File: src/rtl/gs_host_master.sv
// General Sound host-side bus initiator: optional data write to #B3, command write to #BB,
// status polling at #BB and an optional response read from #B3, one transaction at a time.
`timescale 1ns/1ps
module gs_host_master #(
  parameter int T_SETUP    = 2,
  parameter int T_STROBE   = 8,
  parameter int T_HOLD     = 2,
  parameter int POLL_LIMIT = 1023
) (
  input  logic        clk32,
  input  logic        rst,
  input  logic        cmd_valid,
  output logic        cmd_ready,
  input  logic [7:0]  cmd_code,
  input  logic        cmd_has_data,
  input  logic [7:0]  cmd_data,
  input  logic        cmd_want_resp,
  output logic        resp_valid,
  output logic [7:0]  resp_data,
  output logic        resp_err,
  output logic [15:0] a,
  output logic [7:0]  d_out,
  output logic        d_oe,
  input  logic [7:0]  d_in,
  output logic        n_iorq,
  output logic        n_rd,
  output logic        n_wr,
  output logic        n_m1,
  output logic        n_mreq
);

  localparam logic [2:0] S_IDLE      = 3'd0;
  localparam logic [2:0] S_WR_DATA   = 3'd1;
  localparam logic [2:0] S_WR_CMD    = 3'd2;
  localparam logic [2:0] S_POLL_CMD  = 3'd3;
  localparam logic [2:0] S_POLL_DATA = 3'd4;
  localparam logic [2:0] S_RD_DATA   = 3'd5;
  localparam logic [2:0] S_DONE      = 3'd6;

  localparam logic [1:0] PH_GAP    = 2'd0;
  localparam logic [1:0] PH_SETUP  = 2'd1;
  localparam logic [1:0] PH_STROBE = 2'd2;
  localparam logic [1:0] PH_HOLD   = 2'd3;

  localparam int CNT_W = $clog2(T_SETUP + T_STROBE + T_HOLD + 1);
  localparam int PC_W  = $clog2(POLL_LIMIT + 1);

  localparam logic [15:0] PORT_DATA = 16'h00B3;
  localparam logic [15:0] PORT_CMD  = 16'h00BB;

  logic [2:0]       state;
  logic [1:0]       phase;
  logic [CNT_W-1:0] cnt;
  logic [PC_W-1:0]  poll_cnt;

  logic [7:0]  req_code;
  logic [7:0]  req_data;
  logic        req_want_resp;
  logic [15:0] a_r;
  logic [7:0]  d_r;
  logic [7:0]  rd_byte;

  logic        is_write;
  logic        is_poll;
  logic        is_bus;
  logic [15:0] bus_addr;
  logic        last_setup;
  logic        last_strobe;
  logic        last_hold;
  logic        status_ok;
  logic        poll_exhausted;

  always_comb begin
    is_write       = (state == S_WR_DATA) || (state == S_WR_CMD);
    is_poll        = (state == S_POLL_CMD) || (state == S_POLL_DATA);
    is_bus         = is_write || is_poll || (state == S_RD_DATA);
    bus_addr       = ((state == S_WR_DATA) || (state == S_RD_DATA)) ? PORT_DATA : PORT_CMD;
    last_setup     = (cnt == CNT_W'(T_SETUP - 1));
    last_strobe    = (cnt == CNT_W'(T_STROBE - 1));
    last_hold      = (cnt == CNT_W'(T_HOLD - 1));
    // Command poll waits for the busy flag to clear; data poll waits for the data flag to set.
    status_ok      = (state == S_POLL_CMD) ? ~rd_byte[0] : rd_byte[7];
    poll_exhausted = (poll_cnt == PC_W'(POLL_LIMIT));
  end

  assign cmd_ready  = (state == S_IDLE);
  assign resp_valid = (state == S_DONE);
  assign a          = a_r;
  assign d_out      = d_r;
  assign d_oe       = is_write && (phase != PH_GAP);
  assign n_iorq     = ~(is_bus && (phase == PH_STROBE));
  assign n_rd       = ~(is_bus && !is_write && (phase == PH_STROBE));
  assign n_wr       = ~(is_write && (phase == PH_STROBE));
  assign n_m1       = 1'b1;
  assign n_mreq     = 1'b1;

  always_ff @(posedge clk32) begin
    if (rst) begin
      state     <= S_IDLE;
      phase     <= PH_GAP;
      cnt       <= '0;
      poll_cnt  <= '0;
      a_r       <= '0;
      d_r       <= '0;
      resp_data <= '0;
      resp_err  <= 1'b0;
    end else begin
      case (state)
        S_IDLE: begin
          if (cmd_valid) begin
            req_code      <= cmd_code;
            req_data      <= cmd_data;
            req_want_resp <= cmd_want_resp;
            state         <= cmd_has_data ? S_WR_DATA : S_WR_CMD;
            phase         <= PH_GAP;
            cnt           <= '0;
          end
        end
        S_DONE: begin
          state <= S_IDLE;
        end
        S_WR_DATA, S_WR_CMD, S_POLL_CMD, S_POLL_DATA, S_RD_DATA: begin
          case (phase)
            // gap -> setup: present address (and write data) ahead of the strobes
            PH_GAP: begin
              phase <= PH_SETUP;
              cnt   <= '0;
              a_r   <= bus_addr;
              if (is_write) d_r <= (state == S_WR_DATA) ? req_data : req_code;
            end
            PH_SETUP: begin
              if (last_setup) begin
                phase <= PH_STROBE;
                cnt   <= '0;
              end else begin
                cnt <= cnt + 1'b1;
              end
            end
            // strobe -> hold: read data is captured on the final strobe clock
            PH_STROBE: begin
              if (last_strobe) begin
                phase <= PH_HOLD;
                cnt   <= '0;
                if (!is_write) rd_byte <= d_in;
                if (is_poll) poll_cnt <= poll_cnt + 1'b1;
              end else begin
                cnt <= cnt + 1'b1;
              end
            end
            // hold -> gap: decide the next bus cycle or completion
            PH_HOLD: begin
              if (last_hold) begin
                phase <= PH_GAP;
                cnt   <= '0;
                case (state)
                  S_WR_DATA: state <= S_WR_CMD;
                  S_WR_CMD: begin
                    state    <= S_POLL_CMD;
                    poll_cnt <= '0;
                  end
                  S_POLL_CMD: begin
                    if (status_ok) begin
                      if (req_want_resp) begin
                        state    <= S_POLL_DATA;
                        poll_cnt <= '0;
                      end else begin
                        state     <= S_DONE;
                        resp_data <= 8'h00;
                        resp_err  <= 1'b0;
                      end
                    end else if (poll_exhausted) begin
                      state     <= S_DONE;
                      resp_data <= 8'h00;
                      resp_err  <= 1'b1;
                    end
                  end
                  S_POLL_DATA: begin
                    if (status_ok) begin
                      state <= S_RD_DATA;
                    end else if (poll_exhausted) begin
                      state     <= S_DONE;
                      resp_data <= 8'h00;
                      resp_err  <= 1'b1;
                    end
                  end
                  S_RD_DATA: begin
                    state     <= S_DONE;
                    resp_data <= rd_byte;
                    resp_err  <= 1'b0;
                  end
                  default: state <= S_IDLE;
                endcase
              end else begin
                cnt <= cnt + 1'b1;
              end
            end
          endcase
        end
        default: begin
          state <= S_IDLE;
          phase <= PH_GAP;
        end
      endcase
    end
  end

endmodule

File: config.mk
export PLATFORM = sky130hd
export DESIGN_NAME = gs_host_master
export DESIGN_NICKNAME = d
export VERILOG_FILES = /design/src/rtl/gs_host_master.sv
export SDC_FILE = /design/constraint.sdc
export NUM_CORES = 1
export LEC_CHECK = 0
export BUFFER_PORTS_ARGS = -buffer_cell sky130_fd_sc_hd__buf_2
export CAP_MARGIN = 20
export CORE_ASPECT_RATIO = 0.75
export CORE_MARGIN = 4
export CORE_UTILIZATION = 53
export DETAILED_ROUTE_END_ITERATION = 10
export HOLD_SLACK_MARGIN = 0.1
export PLACE_DENSITY = 0.86
export REMOVE_ABC_BUFFERS = 1
export SLEW_MARGIN = 15
export SYNTH_ARGS = -nofsm -noshare
export SYNTH_HDL_FRONTEND = slang
export SYNTH_SLANG_ARGS = --single-unit
File: constraint.sdc
create_clock -name clk32 -period 2.9 [get_ports clk32]
set_input_delay 0.58 -clock clk32 [delete_from_list [all_inputs] [get_ports clk32]]
set_output_delay 0.58 -clock clk32 [all_outputs]
set_load 0.005 [all_outputs]
* Word level (Yosys, flattened, before mapping)
Cells that the tools add are included.
** Word-level totals
- Register bits :: 77
- Input port bits :: 29
- Output and inout bits :: 41
- Logic and storage cells :: 116
** Operators by class
- Add/subtract/negate cells :: 2
- Equal/unequal tests :: 26
- Mux-type cells :: 41
- Bitwise logic cells :: 7
- Reduce and logical (&&, ||, !) cells :: 28
** Operators by type and width (count)
- $mux 10 :: 5
- $mux 8 :: 5
- $pmux 10 s2 :: 2
- $pmux 8 s3 :: 1
- $ne 3x3->1 const B :: 7
- $mux 3 :: 6
- $mux 4 :: 4
- $pmux 3 s5 :: 1
- $ne 2x2->1 const B :: 7
- $mux 2 :: 6
- $pmux 4 s3 :: 1
- $add 10x1->10 const B :: 1
- $eq 10x10->1 const B :: 1
- $reduce_and 5->1 :: 2
- $eq 3x3->1 const B :: 3
- $reduce_and 3->1 :: 3
- $pmux 2 s4 :: 1
- $pmux 4 s2 :: 1
- $reduce_and 8->1 :: 1
- $not 1->1 :: 7
- $eq 3x2->1 const B :: 2
- $pmux 2 s3 :: 1
- $pmux 3 s2 :: 1
- $reduce_and 6->1 :: 1
- 18 further kinds :: 34

* Logic depth before layout (Yosys ltp)
- Depth in word-level cells :: 7
- Depth in mapped cells :: 10
- Mapped depth without buffers :: 7

* Worst setup path before layout
OpenSTA, ideal clock, no wires.
- Path kind :: register to register
- From :: register state[2]
- To :: register req_code[0] (enable)
- Data arrival time :: 1.913 ns
- Required time :: 2.510 ns
- Path slack :: 0.597 ns
- Cell stages (with the launch flop) :: 7
- Path buffers :: 2
- Path through :: dfxtp_1 buf_4 or3_1 clkbuf_1 inv_1 nand2_1 nor2_1
** Between the ends
- Cells in the longest elaborated chain, start to end :: 2
** RTL lines
- start, declared :: line 51 : logic [2:0] state;
- start signal, assigned :: line 114 : state <= cmd_has_data ? S_WR_DATA : S_WR_CMD;
- $logic_not 3->1
- net cmd_ready :: line 13 : output logic cmd_ready,
- $reduce_and 3->1 (no line)
- end signal, assigned :: line 111 : req_code <= cmd_code;
- end, declared :: line 56 : logic [7:0] req_code;
The timed path passes the listed nets, and every way through them passes these cells.
A chain may end at the register's enable or synchronous reset.

* Worst setup path after layout
- From :: register state[1]
- To :: register poll_cnt[8]
** Between the ends
- Cells in the longest elaborated chain, start to end :: 4
- Elaborated cells between the ends (all ways) :: 16
- Those cells by class :: eq/ne (9); mux (4); reduce/logical (3)
** RTL lines
- $eq 3x2->1, or another cell as far along
- $mux 1, or another cell as far along :: line 82 : status_ok = (state == S_POLL_CMD) ? ~rd_byte[0] : rd_byte[7];
- $ne 3x3->1 (no line), or another cell as far along
- $reduce_and 8->1 (no line) or $pmux 10 s2 (tied branches)
- end signal, assigned :: line 145 : if (is_poll) poll_cnt <= poll_cnt + 1'b1;
- end, declared :: line 54 : logic [PC_W-1:0] poll_cnt;
Parallel ways exist; a longest one is shown, timed or not. The select of a mux whose other input is x is not followed.

==> results.sh <==
export IMPL_wirelength_um=5988
export IMPL_ys_seq_area_share_pct=50.84
export IMPL_wl_per_cell_um=14.09
export IMPL_r2r_start="state[1]"
export IMPL_clkPwrFrac_pct=40.8
export IMPL_final_common_cell="buf_2"
export IMPL_grt_pass1_wl_um=9639
export IMPL_seq_power_share_pct=49.4
export IMPL_setup_tns_ns=0
export IMPL_worst_slew_pin_slew_ns=0.7281
export IMPL_numCtsBuffers=9
export IMPL_async_flop_share_pct=0
export IMPL_die_y_um=72.86
export IMPL_drtAntennaViolNets=0
export IMPL_first_pass_iters=4
export IMPL_use_met1_pct=24.64
export IMPL_met3_usage_pct=6.598
export IMPL_nets=381
export IMPL_hp_class="input port to register"
export IMPL_avgSynthCellArea_um2=10.04
export IMPL_final_cell_mix="57 x buf_2, 38 x dfxtp_1, 30 x nor2_1, 29 x a21oi_1, 25 x edfxtp_1"
export IMPL_synth_edff_count=25
export IMPL_cts_setup_buffers=0
export IMPL_ys_top_cells_by_area="dfxtp_1 26%, edfxtp_1 25%, a21oi_1 4.9%, buf_4 4.3%, nor2_1 3.8%"
export IMPL_worst_ep_required_time_ns=3.12
export IMPL_powerDensity_mw_per_mm2=578.0
export IMPL_die_x_um=94.48
export IMPL_clk_latency_ns=0.33
export IMPL_crit_path_start="state[1]"
export IMPL_fillers=442
export IMPL_final_hold_violation_count=0
export IMPL_ir_worst_vdd_mv=0.4121
export IMPL_worst_slack_ns=0.4469
export IMPL_p_int_mw=1.517
export IMPL_timing_final_crit_share_pct=84.59
export IMPL_portBuffers=57
export IMPL_yosys_cell_types_count=52
export IMPL_antenna_cells=0
export IMPL_grt_ovfl_total=0
export IMPL_area_delta_synth_final_pct=15.45
export IMPL_cp_max_fo=21
export IMPL_synth_seq_cells=63
export IMPL_status="complete, no violations"
export IMPL_pwr_share_comb_pct=9.8
export IMPL_cts_hold_buf=0
export IMPL_synthesis_area_mm2=0.002973
export IMPL_multi_input_area_mm2=0.001287
export IMPL_place_congestion=0.8495
export IMPL_slew_headroom_pct=51.46
export IMPL_ctsResizeCount=0
export IMPL_end_kind="register"
export IMPL_vias=2323
export IMPL_synthCells=296
export IMPL_grt_util_met2_pct=27.52
export IMPL_p_sw_uw=466.8
export IMPL_rsz0062_at_grt="false"
export IMPL_critical_path_class="register to register"
export IMPL_reg2reg_depth=5
export IMPL_core_area_mm2=0.005381
export IMPL_synth_top_cell_area_share_pct=25.59
export IMPL_setup_viol=0
export IMPL_ys_warn_count=0
export IMPL_antenna_found_initial=0
export IMPL_finalCriticalPeriod_ns=2.453
export IMPL_instances_no_fill=425
export IMPL_top_level_ports=70
export IMPL_dp_cells=409
export IMPL_drv_cap=0
export IMPL_slew_viol_final=0
export IMPL_leakage_nw=1.360
export IMPL_seq_area_mm2=0.001511
export IMPL_drc=0
export IMPL_clockRootBuffer="clkbuf_8"
export IMPL_cts_buffer_depth=2
export IMPL_rows=23
export IMPL_drt_iter0_drc=160
export IMPL_cts_tree="built"
export IMPL_die_area_mm2=0.006884
export IMPL_rr_endpoint="poll_cnt[8]"
export IMPL_synthFlopType="dfxtp_1"
export IMPL_clkTransAtPathRegs_ns=0.07
export IMPL_synth_largest_area_cell="dfxtp_1"
export IMPL_clkSinkCount=63
export IMPL_drive_gt1_share_pct=24.29
export IMPL_viasPerCell=5.466
export IMPL_detailed_place_hpwl_um=4320
export IMPL_dpl_worst_slack_ns=0.5069
export IMPL_fmax_ghz=0.4077
export IMPL_finClkSkew_ns=0.006054
export IMPL_htreeDepth=3
export IMPL_startpoint_type="register"
export IMPL_crit_end="poll_cnt[8]"
export IMPL_gr_usage_all_layers_pct=18.10
export IMPL_worstPathArrival_ns=2.68
export IMPL_grt_pass1_vias=2100
export IMPL_p_sw_share_pct=23.53
export IMPL_timing_reg2reg_setup_slack_ns=0.45
export IMPL_grt_busiest_layer="met2"
export IMPL_start_util_pct=55.24
export IMPL_grt_max_degree=27
[worst min-delay path by stage]
stage / from / cells past startpoint / end
global route: cmd_data[5] / 1 / req_data[5]
CTS: cmd_data[5] / 1 / req_data[5]
global placement: rd_byte[2] / 1 / resp_data[2]
detailed placement: rd_byte[2] / 1 / resp_data[2]
finish: cmd_data[5] / 1 / req_data[5]
floorplan: rd_byte[1] / 1 / resp_data[1]
[routing by layer]
metal	part of all wire [%]	routed length, um	vias up
met4	0.42	25	0
met1	46	2753	1077
li1	-	-	1153
met3	8.2	489	4
met2	45	2719	89
met5	0	0	-
[sequential cells by signal, indices dropped and copies added, names as in the netlist]
name,count
poll_cnt,10
d_out,8
rd_byte,8
req_code,8
req_data,8
resp_data,8
cnt,4
state,3
a,2
phase,2
req_want_resp,1
resp_err,1
[power groups by stage]
stage                     logic (mW)  clock network (mW)  registers (mW)
after global routing           0.219               0.860           0.983
after global placement         0.188                   0           0.996
after CTS                      0.194               0.825           0.978
after detailed placement       0.193                   0           0.998
final                          0.194               0.810           0.979
after floorplan                0.114                   0           0.996
[cells by family after synthesis]
| kind of cell | Yosys count | synth area share, % |
|---|---|---|
| AND/OR/NAND/NOR | 97 | 17.76 |
| AO/OA/AOI/OAI | 79 | 17.34 |
| flip-flops | 63 | 50.84 |
| buffers and inverters | 37 | 7.281 |
| multiplexers | 8 | 2.694 |
| adder cells (fa/ha/maj) | 7 | 2.946 |
| XOR/XNOR | 3 | 0.8840 |
| other | 2 | 0.2526 |
[Yosys cell counts (all sizes together), types with 2 or more instances]
library cell,number
o21a,2
and3,6
nor3,6
nand2,13
nor2,30
o2111ai,2
nor2b,4
buf,23
xor2,2
a31oi,3
a211oi,4
a21oi,29
nand2b,4
or4b,3
or2,2
or4,4
o21bai,3
clkbuf,9
or3,2
conb,2
ha,7
a22o,8
inv,5
o22ai,2
dfxtp,38
o31ai,4
edfxtp,25
nor3b,4
mux2i,8
nand3,8
nand4,5
o21ai,15
[critical path, stage by stage, from the launching register on]
cell and delay (ns):
dfxtp_1 0.62, nor2b_1 0.35, a21bo_1 0.17, o2111ai_2 0.39
o21bai_1 0.59, o21ba_2 0.23
[stage by stage]
step / total power [mW] / hold WS (ns) / cell area (um2) / util, %
2_1_floorplan: 1.110 / 0.4421 / 2813 / -
3_3_place_gp: 1.184 / 0.4454 / 3219 / 59.82
3_5_place_dp: 1.191 / 0.4535 / 3219 / 59.82
5_1_grt: 2.062 / 0.3957 / 3432 / 63.78
6_report: 1.984 / 0.4175 / 3432 / 63.78
4_1_cts: 1.997 / 0.4034 / 3432 / 63.78
[cell type report]
type | instances | share of cell area [%]
sequential | 63 | 44.04
multi-input combinational | 206 | 37.51
timing repair buffer | 60 | 8.968
clock buffer | 10 | 3.719
tap | 75 | 2.734
clock inverter | 6 | 2.479
inverter | 5 | 0.5468
No activity file was read; power rests on OpenSTA's default activity.
